## src/rtl/led_seg_arbiter_pkg.sv

```systemverilog
// Shared types and constants for the LED / 7-segment display arbiter.
package led_seg_arbiter_pkg;

  localparam int N_CLIENTS = 3;
  localparam logic [7:0] LED_DARK = 8'h00;
  localparam logic [7:0] SEG_DARK = 8'hFF;

  typedef enum logic [1:0] {
    IDLE,
    HOLD,
    OWN
  } arb_state_e;

  function automatic logic [1:0] onehot_to_idx(input logic [N_CLIENTS-1:0] oh);
    logic [1:0] idx;
    idx = 2'd0;
    for (int i = 0; i < N_CLIENTS; i++) begin
      if (oh[i]) idx = 2'(i);
    end
    return idx;
  endfunction

endpackage

```

## src/rtl/led_seg_arbiter_rr_pick.sv

```systemverilog
// Combinational round-robin picker: searches last+1, last+2, last (mod 3).
module rr_pick
  import led_seg_arbiter_pkg::*;
(
  input  logic [N_CLIENTS-1:0] req,
  input  logic [1:0]           last,
  output logic [N_CLIENTS-1:0] winner,
  output logic                 valid
);

  function automatic logic [1:0] next_idx(input logic [1:0] i);
    return (i == 2'd2) ? 2'd0 : i + 2'd1;
  endfunction

  logic [1:0] idx;
  logic       found;

  always_comb begin
    winner = '0;
    found  = 1'b0;
    idx    = last;
    for (int k = 0; k < N_CLIENTS; k++) begin
      idx = next_idx(idx);
      if (!found && req[idx]) begin
        winner[idx] = 1'b1;
        found       = 1'b1;
      end
    end
    valid = found;
  end

endmodule

```

## src/rtl/led_seg_arbiter.sv

```systemverilog
// Three-client arbiter sharing one LED bank and one 7-segment digit.
// Optional pre-emption of long contended grants: define ARB_TIMEOUT_EN.
module led_seg_arbiter
  import led_seg_arbiter_pkg::*;
#(
  parameter logic [31:0] MIN_HOLD = 32'd25_000_000,
  parameter logic [31:0] MAX_HOLD = 32'd250_000_000
) (
  input  logic                   fpga_clk_50,
  input  logic                   fpga_rst_n,
  input  logic [N_CLIENTS-1:0]   req_i,
  input  logic [8*N_CLIENTS-1:0] led_i,
  input  logic [8*N_CLIENTS-1:0] seg_i,
  output logic [N_CLIENTS-1:0]   grant_o,
  output logic [7:0]             usr_led_o,
  output logic [7:0]             usr_seg_o,
  output logic                   busy_o
);

  if (MAX_HOLD <= MIN_HOLD) begin : g_bad_hold
    $error("MAX_HOLD must exceed MIN_HOLD");
  end

`ifdef ARB_TIMEOUT_EN
  localparam logic [31:0] CNT_SAT = MAX_HOLD - 32'd1;
`else
  localparam logic [31:0] CNT_SAT = MIN_HOLD - 32'd1;
`endif

  arb_state_e             state_q, state_d;
  logic [N_CLIENTS-1:0]   grant_d;
  logic [31:0]            hold_cnt_q, hold_cnt_d, hold_cnt_inc;
  logic [1:0]             last_q, last_d;
  logic [N_CLIENTS-1:0]   rr_winner;
  logic                   rr_valid;
  logic                   holder_req;
  logic                   release_grant;
  logic [7:0]             led_sel_p0, seg_sel_p0;

  rr_pick u_rr_pick (
    .req    (req_i),
    .last   (last_q),
    .winner (rr_winner),
    .valid  (rr_valid)
  );

  assign holder_req   = |(req_i & grant_o);
  assign hold_cnt_inc = (hold_cnt_q == CNT_SAT) ? hold_cnt_q : hold_cnt_q + 32'd1;

`ifdef ARB_TIMEOUT_EN
  assign release_grant = !holder_req ||
                         ((hold_cnt_q == MAX_HOLD - 32'd1) && |(req_i & ~grant_o));
`else
  assign release_grant = !holder_req;
`endif

  always_comb begin
    state_d    = state_q;
    grant_d    = grant_o;
    hold_cnt_d = hold_cnt_q;
    last_d     = last_q;
    unique case (state_q)
      IDLE: begin
        if (rr_valid) begin
          grant_d    = rr_winner;
          hold_cnt_d = '0;
          last_d     = onehot_to_idx(rr_winner);
          state_d    = HOLD;
        end
      end
      HOLD: begin
        hold_cnt_d = hold_cnt_inc;
        if (hold_cnt_q == MIN_HOLD - 32'd1) state_d = OWN;
      end
      OWN: begin
        hold_cnt_d = hold_cnt_inc;
        // Release wins over any pending request; arbitration waits for IDLE.
        if (release_grant) begin
          grant_d    = '0;
          hold_cnt_d = '0;
          state_d    = IDLE;
        end
      end
      default: begin
        grant_d = '0;
        state_d = IDLE;
      end
    endcase
  end

  always_ff @(posedge fpga_clk_50 or negedge fpga_rst_n) begin
    if (!fpga_rst_n) begin
      state_q    <= IDLE;
      grant_o    <= '0;
      hold_cnt_q <= '0;
      last_q     <= 2'd2;
    end else begin
      state_q    <= state_d;
      grant_o    <= grant_d;
      hold_cnt_q <= hold_cnt_d;
      last_q     <= last_d;
    end
  end

  // Stage p0: select the holder's slice from the current grant
  always_comb begin
    led_sel_p0 = LED_DARK;
    seg_sel_p0 = SEG_DARK;
    for (int i = 0; i < N_CLIENTS; i++) begin
      if (grant_o[i]) begin
        led_sel_p0 = led_i[8*i +: 8];
        seg_sel_p0 = seg_i[8*i +: 8];
      end
    end
  end

  // Stage p1: registered display outputs
  always_ff @(posedge fpga_clk_50 or negedge fpga_rst_n) begin
    if (!fpga_rst_n) begin
      usr_led_o <= LED_DARK;
      usr_seg_o <= SEG_DARK;
    end else begin
      usr_led_o <= led_sel_p0;
      usr_seg_o <= seg_sel_p0;
    end
  end

  assign busy_o = |grant_o;

endmodule
```

## config.mk

```make
export PLATFORM = sky130hd
export DESIGN_NAME = led_seg_arbiter
export DESIGN_NICKNAME = d
export VERILOG_FILES = /design/src/rtl/led_seg_arbiter_pkg.sv /design/src/rtl/led_seg_arbiter_rr_pick.sv /design/src/rtl/led_seg_arbiter.sv
export SDC_FILE = /design/constraint.sdc
export NUM_CORES = 1
export LEC_CHECK = 0
export CAP_MARGIN = 5
export CORE_ASPECT_RATIO = 0.8
export CORE_MARGIN = 10
export CORE_UTILIZATION = 50
export CTS_BUF_LIST = sky130_fd_sc_hd__clkbuf_4
export DETAILED_ROUTE_END_ITERATION = 12
export HOLD_SLACK_MARGIN = 0.03
export PLACE_DENSITY = 0.93
export SLEW_MARGIN = 20
export SYNTH_ARGS = -nofsm -noshare
export SYNTH_HDL_FRONTEND = slang
export SYNTH_SLANG_ARGS = --single-unit
```

## constraint.sdc

```tcl
create_clock -name fpga_clk_50 -period 4.35 [get_ports fpga_clk_50]
set_input_delay 0.87 -clock fpga_clk_50 [delete_from_list [all_inputs] [get_ports fpga_clk_50]]
set_output_delay 0.87 -clock fpga_clk_50 [all_outputs]
set_load 0.01 [all_outputs]
```

# After elaboration in Yosys (flattened, before gate mapping)

Cells that the tools add are included.
W data, S select, Z words.

Register bits after elaboration: 55
Bits in latches: 0
RAM bits: 0
ROM bits: 0
Output and inout bits: 20
Word-level logic and storage cells: 84
Memories kept: 0

$add $sub $neg: 4
$mul: 0
Div/mod/pow operators: 0
Order comparisons: 6
Eq/ne operators: 9
Shifts and indexed selects: 0
Multiplexer cells: 40
Bitwise logic cells: 4
Reductions and logical operators: 15

Operators with widths:

| kind                    | number |
|---|---|
| $mux W32                | 3 |
| $pmux W32 S3            | 1 |
| $mux W8                 | 6 |
| $add A32 B1 Y32 const B | 1 |
| $eq A32 B25 Y1 const B  | 1 |
| $mux W3                 | 5 |
| $mux W2                 | 7 |
| $mux W1                 | 10 |
| $lt A2 B3 Y1 const B    | 3 |
| $pmux W3 S3             | 1 |
| $eq A2 B2 Y1 const B    | 4 |
| $add A2 B1 Y2 const B   | 3 |
| $bmux W1 S2             | 3 |
| $demux W1 S2            | 3 |
| $ge A2 B1 Y1 const B    | 3 |
| $ne A2 B2 Y1 const B    | 3 |
| $or A3 B3 Y3            | 2 |
| $pmux W2 S3             | 1 |
| $reduce_and A3 Y1       | 2 |
| $reduce_or A3 Y1        | 2 |
| $logic_and A1 B1 Y1     | 5 |
| $reduce_and A2 Y1       | 2 |
| $and A3 B3 Y3           | 1 |
| $reduce_bool A3 Y1      | 1 |
| other kinds (4)         | 5 |

# Longest topological paths before layout

Gate-level depths: netlist of the first run.

Word-level depth: 14
Depth in mapped cells: 8
Mapped depth without buffers: 7

# Modules after synthesis

From an unflattened synthesis of the first run, not the netlist that was laid out.

Cells, all modules: 345
Area total of the unflattened synthesis: 3129.3 µm²

Modules (own cells, without submodules):

| module          | instances | cells an instance | area each (µm²) | seq. area each (µm²) |
|---|---|---|---|---|
| led_seg_arbiter | 1         | 335               | 3064.2          | 1387.6 |
| rr_pick         | 1         | 10                | 65.1            | 0.0 |

# Least setup slack after synthesis of the first run

OpenSTA, ideal clock, no wires.

Kind: input to register
Start point: input port req_i[0]
End point: register hold_cnt_q[19]
Arrival time: 2232 ps
Required time: 4284 ps
Path slack: 2052 ps
Stages: 6
Cells stage by stage: nor4b_4 -> nor2_1 -> and2_1 -> buf_2 -> or4_1 -> nand2_1

Cells in the longest elaborated chain, start to end: 11

Ends and longest elaborated chain:

| item                               | line                          | RTL |
|---|---|---|
| start: declaration                 | led_seg_arbiter.sv:11         | `input logic [N_CLIENTS-1:0] req_i,` |
| $bmux W1 S2                        | led_seg_arbiter_rr_pick.sv:24 | `if (!found && req[idx]) begin` |
| $mux W1 (implied by the code)      | led_seg_arbiter_rr_pick.sv:24 |  |
| $mux W1                            | led_seg_arbiter_rr_pick.sv:24 |  |
| $logic_not A1 Y1                   | led_seg_arbiter_rr_pick.sv:24 |  |
| $logic_and A1 B1 Y1                | led_seg_arbiter_rr_pick.sv:24 |  |
| $mux W1                            | led_seg_arbiter_rr_pick.sv:24 |  |
| $logic_not A1 Y1                   | led_seg_arbiter_rr_pick.sv:24 |  |
| $logic_and A1 B1 Y1                | led_seg_arbiter_rr_pick.sv:24 |  |
| $mux W1                            | led_seg_arbiter_rr_pick.sv:24 |  |
| $ne A2 B2 Y1 (no source line)      | -                             |  |
| $reduce_and A2 Y1 (no source line) | -                             |  |
| end signal: assignment             | led_seg_arbiter.sv:100        | `hold_cnt_q <= hold_cnt_d;` |
| end: declaration                   | led_seg_arbiter.sv:32         | `logic [31:0] hold_cnt_q, hold_cnt_d, hold_cnt_inc;` |

Several ways; a longest one is shown, not always the timed one. The select of a mux whose other input is x is not followed.
A chain may end at the register's enable or synchronous reset.

# Final worst setup path of the first run

Start point: register grant_o[2]
End point: output port busy_o

Cells in the longest elaborated chain, start to end: 1

Ends and longest elaborated chain:

| item                     | line                   | RTL |
|---|---|---|
| start: declaration       | led_seg_arbiter.sv:14  | `output logic [N_CLIENTS-1:0] grant_o,` |
| start signal: assignment | led_seg_arbiter.sv:99  | `grant_o <= grant_d;` |
| $reduce_or A3 Y1         | led_seg_arbiter.sv:128 | `assign busy_o = \|grant_o;` |
| end: declaration         | led_seg_arbiter.sv:17  | `output logic busy_o` |

Every way passes these cells.

==> results of run 1 <==
## per-layer routing
metal	vias up	track usage (%)	routed length [µm]
met5	-	0	0
met4	0	7.61	218
met3	23	2.61	359
met2	104	30.1	4450
met1	1363	21.7	3550
li1	1349	-	-
## through the flow
stage                     instances  power, µW  hold slack (ns)  cell area [µm²]  setup WS (ns)
after CTS                       472       1610            0.370             3790           1.33
final                           472       1610            0.379             3790           1.35
after floorplan                 326       1070            0.472             2960           2.05
after detailed placement        464       1390            0.512             3740           1.10
after global routing            472       1710            0.368             3790           1.17
after global placement          464       1350            0.504             3740           1.21
## report_power, final
part / switching, µW / leakage [µW] / internal, µW
combinational: 372 / 0.000666 / 299
clock: 154 / 0.0000331 / 67.4
sequential: 99.2 / 0.000726 / 614
## critical path: stages, from the launching register on
cell	delay, ns
dfrtp_1	1.02
or3_1	0.20
clkdlybuf4s50_1	0.54
## state kept, by name, summed over array words and instances (netlist names)
signal,count
grant_o,3
hold_cnt_q,32
last_q,2
state_q,2
usr_led_o,8
usr_seg_o,8
## cell families (layout without fill, tap and decap cells)
family | after synthesis | after routing | share of synthesized area (%)
simple gates | 138 | 138 | 25.9
compound gates | 95 | 95 | 18.7
flops | 55 | 55 | 46.9
buf+inv | 21 | 89 | 2.91
xor+xnor | 11 | 11 | 3.25
fa+ha+maj | 4 | 4 | 1.69
mux | 2 | 2 | 0.718
## worst paths after layout
check | from | to
setup / recovery | grant_o[2]$_DFFE_PN0P_ | busy_o
hold reg to reg | last_q[1]$_DFFE_PN1P_ | last_q[1]$_DFFE_PN1P_
max in group asynchronous | fpga_rst_n | usr_seg_o[1]$_DFF_PN1_
min in group fpga_clk_50 | last_q[1]$_DFFE_PN1P_ | last_q[1]$_DFFE_PN1P_
hold / removal | fpga_rst_n | hold_cnt_q[9]$_DFFE_PN0P_
setup reg to reg | state_q[0]$_DFFE_PN0P_ | hold_cnt_q[24]$_DFFE_PN0P_
## final cells by class
type,instances,area share [%]
clock inverters,2,0.231
clock buffers,6,1.19
well taps,78,2.57
flip-flops and latches,55,36.6
inverters,6,0.594
multi-input cells,250,39.4
repair buffers,75,19.5
## cells in the final DEF (no fill, tap or decap), types with 9 or more instances in the layout
cell | synthesis | layout
a22oi_1 | 9 | 9
dfrtp_1 | 46 | 46
nand2_1 | 41 | 41
o22ai_1 | 9 | 9
a21oi_1 | 19 | 19
nand4_1 | 15 | 15
or3_1 | 12 | 12
dfstp_2 | 9 | 9
o21ai_0 | 42 | 42
nor2_1 | 18 | 18
clkdlybuf4s50_1 | 0 | 71
==> qor.yml, run 1 <==
multi_input_comb_area_um2: 1490
relSlewSlack_pct: 32.1
drtIter0Drc: 263
synth_nets: 383
core_area_um2: 5590
yosysTopAreaCell: "dfrtp_1"
fmax_mhz: 333
nNetsFinal: 450
endpoint_kind: "output port"
cts_resized: 0
cts_buffer_depth: 2
critical_path_class: "flip-flop to output port"
yosys_warnings: 0
die_width_um: 106
syn2layout_area_growth_pct: 28.1
synthCells: 326
drt_wl_total_um: 8570
dp_hpwl_um: 6530
p_leak_uw: 0.00143
drive_gt1_share_pct: 6.85
seq_area_um2: 1390
die_area_um2: 9420
crit_required_ns: 3.48
ys_seq_area_share_pct: 46.9
start_util_pct: 53.0
die_h_um: 88.8
dr_total_vias: 2839
cp_max_fo: 37
drc: 0
synthArstFlopShare_pct: 100
cp-start-kind: "flip-flop"
crit_arrival_ns: 2.13
cts_max_level: 2
maxCapViolations: 0
vdd_drop_max_mv: 0.351
synth_area_um2: 2960
syn-mean-instance-area_um2: 9.08
grt_pass1_vias: 2710
grt_pass1_wl_um: 13500
slew_violations: 0
worstHoldPathType: "input port to asynchronous set/reset pin"
root_buffer: "clkbuf_4"
grt_usage_pct: 17.5
rsz0062_at_grt: "false"
place.gp.congestion: 0.886
cts.sinks: 55
post-synth-top-count-cell: "dfrtp_1"
rows: 24
grt_max_degree: 39
synth_edf_count: 0
yosys-top-cells-count: "dfrtp_1 (46), o21ai_0 (42), nand2_1 (41)"
grt_antenna_before_repair: 0
io_buffers: 72
tightest_slew_ns: 1.02
power_density_nw_per_um2: 423
cts.clk_slew.worst_paths_ns: 0.16
io_pins: 73
fin_crit_sh_pct: 69.0
fin_worst_skew_ns: 0.0157
fin_tns_setup_ns: 0
status: "complete, no violations"
synth_seq_cells: 55
clock_latency_ns: 0.38
postCtsSetupRepairBufs: 0
grt_remaining_overflow: 0
cts_tree: "built"
layout_min_cycle_time_ns: 3.00
fillers: 436
postCtsHoldBufs: 0
setup_viol_count_final: 0
reg2reg_slack_ns: 1.76
wl_per_cell_um: 18.2
postLayoutCoreUtil_pct: 67.9
dr.pass1.iters: 5
finalHoldViolations: 0
synth_area_leaders: "dfrtp_1 (39%), dfstp_2 (8.0%), o21ai_0 (7.1%), nand2_1 (5.2%), a21oi_1 (3.2%)"
reg2reg_depth: 7
antenna_cells: 0
vias_per_cell: 6.01
drtAntennaViolNets: 0
cts_inserted_buffers: 5
synth_top_flop_cell: "dfrtp_1"
synthDistinctLibCells: 44
netlist.area_leader.share_pct: 38.9
No activity file was read; power rests on OpenSTA's default activity.
==> inputs of run 2 (changes only) <==
--- a/config.mk
+++ b/config.mk
@@ -8,11 +8,11 @@
 export CAP_MARGIN = 5
 export CORE_ASPECT_RATIO = 0.8
 export CORE_MARGIN = 10
-export CORE_UTILIZATION = 50
+export CORE_UTILIZATION = 46
 export CTS_BUF_LIST = sky130_fd_sc_hd__clkbuf_4
 export DETAILED_ROUTE_END_ITERATION = 12
 export HOLD_SLACK_MARGIN = 0.03
-export PLACE_DENSITY = 0.93
+export PLACE_DENSITY = 0.9
 export SLEW_MARGIN = 20
 export SYNTH_ARGS = -nofsm -noshare
 export SYNTH_HDL_FRONTEND = slang
==> constraint.sdc (replaced) <==
create_clock -name fpga_clk_50 -period 2.73 [get_ports fpga_clk_50]
set_input_delay 0.546 -clock fpga_clk_50 [delete_from_list [all_inputs] [get_ports fpga_clk_50]]
set_output_delay 0.546 -clock fpga_clk_50 [all_outputs]
set_load 0.01 [all_outputs]
==> qor.yml, run 2 (synthesized netlist as in run 1, its figures left out) <==
cp_max_fo: 14
cts_buffer_depth: 2
cts_tree: "built"
fmax_mhz: 417
grt_remaining_overflow: 0
worstHoldPathType: "input port to asynchronous set/reset pin"
crit_slowest_cell: "dfrtp_1"
core_area_um2: 6310
layout.cells.non_filler: 486
die_area_um2: 10100
place_inst: 477
die_width_um: 110
io_pins: 73
cp_top_family: "flip-flops"
grt_max_degree: 37
root_buffer: "clkbuf_4"
endpoint_kind: "output port"
postLayoutCoreUtil_pct: 62.1
postCtsSetupRepairBufs: 0
die_h_um: 91.8
regMostFlops: "hold_cnt_q"
nNetsFinal: 457
maxCapViolations: 0
layout_commonest_cell: "clkdlybuf4s50_1"
drt_wl_total_um: 8020
dp_hpwl_um: 6300
grt_usage_pct: 16.0
crit_path_cell_trace: "or3_1 -> clkdlybuf4s50_1"
cts_max_level: 2
relSlewSlack_pct: 61.3
tightest_slew_ns: 0.580
place.gp.congestion: 0.861
crit_required_ns: 2.18
start_util_pct: 46.9
rows: 26
rsz0062_at_grt: "false"
grt_pass1_vias: 2675
cts.sinks: 55
fin_tns_setup_ns: 0
p_leak_uw: 0.00148
slew_violations: 0
critical_path_class: "flip-flop to output port"
drtAntennaViolNets: 0
drtIter0Drc: 185
fin_crit_sh_pct: 87.8
drc: 0
setup_viol_count_final: 0
cts.clk_slew.worst_paths_ns: 0.16
grt_antenna_before_repair: 1
dr_total_vias: 2741
slowest_delay_ns: 0.58
layout_min_cycle_time_ns: 2.40
power_density_nw_per_um2: 701
largest_register_ff_count: 32
cp-start-kind: "flip-flop"
cts_inserted_buffers: 5
grt_pass1_wl_um: 13100
drive_gt1_share_pct: 8.73
reg_top3: "hold_cnt_q: 32 flops, usr_led_o: 8 flops, usr_seg_o: 8 flops"
clock_latency_ns: 0.37
wl_per_cell_um: 16.5
cts_resized: 0
vias_per_cell: 5.64
crit_buf_inv: 1
dr.pass1.iters: 4
syn2layout_area_growth_pct: 32.4
layout_common_cells: "clkdlybuf4s50_1 (71), dfrtp_1 (46), o21ai_0 (42)"
crit_arrival_ns: 1.85
postCtsHoldBufs: 0
status: "complete, no violations"
fin_worst_skew_ns: 0.0138
io_buffers: 72
vdd_drop_max_mv: 0.472
finalHoldViolations: 0
## run 2: cell count changes in the layout (fill, tap and decap cells not counted)
cell       previous run  this run
buf_4                 3         9
diode_2               0         1
bufinv_16             0         2
clkinv_2              1         0
buf_12                0         1
clkinv_1              2         1
## run 2: power by group
part / total, µW / internal, µW / leakage [µW] / switching [µW]
Combinational: 1130 / 493 / 0.000702 / 638
Clock: 544 / 296 / 0.0000559 / 248
Sequential: 1070 / 979 / 0.000726 / 93.5
## run 2: area by class of cell
type / instances / area, µm²
well taps: 84 / 105
multi-input cells: 250 / 1490
inverters: 6 / 22.5
fillers: 536 / 2390
flip-flops and latches: 55 / 1390
repair buffers: 82 / 803
clock buffers: 6 / 45.0
clock inverters: 2 / 60.1
diodes: 1 / 2.50
## run 2: final timing paths
kind,from,endpoint,slack [ns],cells after the start
worst min-delay path,fpga_rst_n,hold_cnt_q[0]$_DFFE_PN0P_,0.09,1
max in group asynchronous,fpga_rst_n,usr_seg_o[4]$_DFF_PN1_,1.99,2
worst max-delay path,grant_o[1]$_DFFE_PN0P_,busy_o,0.33,2
min in group fpga_clk_50,last_q[1]$_DFFE_PN1P_,last_q[1]$_DFFE_PN1P_,0.54,2
worst max register to register,state_q[0]$_DFFE_PN0P_,hold_cnt_q[27]$_DFFE_PN0P_,0.43,8
worst min register to register,last_q[1]$_DFFE_PN1P_,last_q[1]$_DFFE_PN1P_,0.54,2
## run 2: routing by layer
metal | vias up | track usage [%] | part of all wire, %
li1 | 1365 | - | -
met2 | 72 | 29.2 | 55
met3 | 10 | 1.89 | 4.1
met4 | 0 | 4.87 | 1.6
met1 | 1294 | 19.0 | 40
met5 | - | 0 | 0
## run 2: stage by stage
stage | setup WS, ns | area [µm²] | power (µW) | hold WS (ns)
after floorplan | 0.613 | 2960 | 1700 | 0.250
after global placement | 0.208 | 3810 | 2180 | 0.504
after detailed placement | 0.133 | 3810 | 2220 | 0.509
after CTS | 0.331 | 3920 | 2770 | 0.0917
after global routing | 0.225 | 3920 | 2920 | 0.0749
final | 0.333 | 3920 | 2750 | 0.0853
==> inputs of run 3 (changes only) <==
--- a/config.mk
+++ b/config.mk
@@ -10,9 +10,11 @@
 export CORE_MARGIN = 10
 export CORE_UTILIZATION = 46
 export CTS_BUF_LIST = sky130_fd_sc_hd__clkbuf_4
+export CTS_CLUSTER_SIZE = 40
 export DETAILED_ROUTE_END_ITERATION = 12
 export HOLD_SLACK_MARGIN = 0.03
 export PLACE_DENSITY = 0.9
+export SKIP_LAST_GASP = 1
 export SLEW_MARGIN = 20
 export SYNTH_ARGS = -nofsm -noshare
 export SYNTH_HDL_FRONTEND = slang
==> results of run 3 <==
No change in the layout: final DEF, timing and power equal those of run 2.
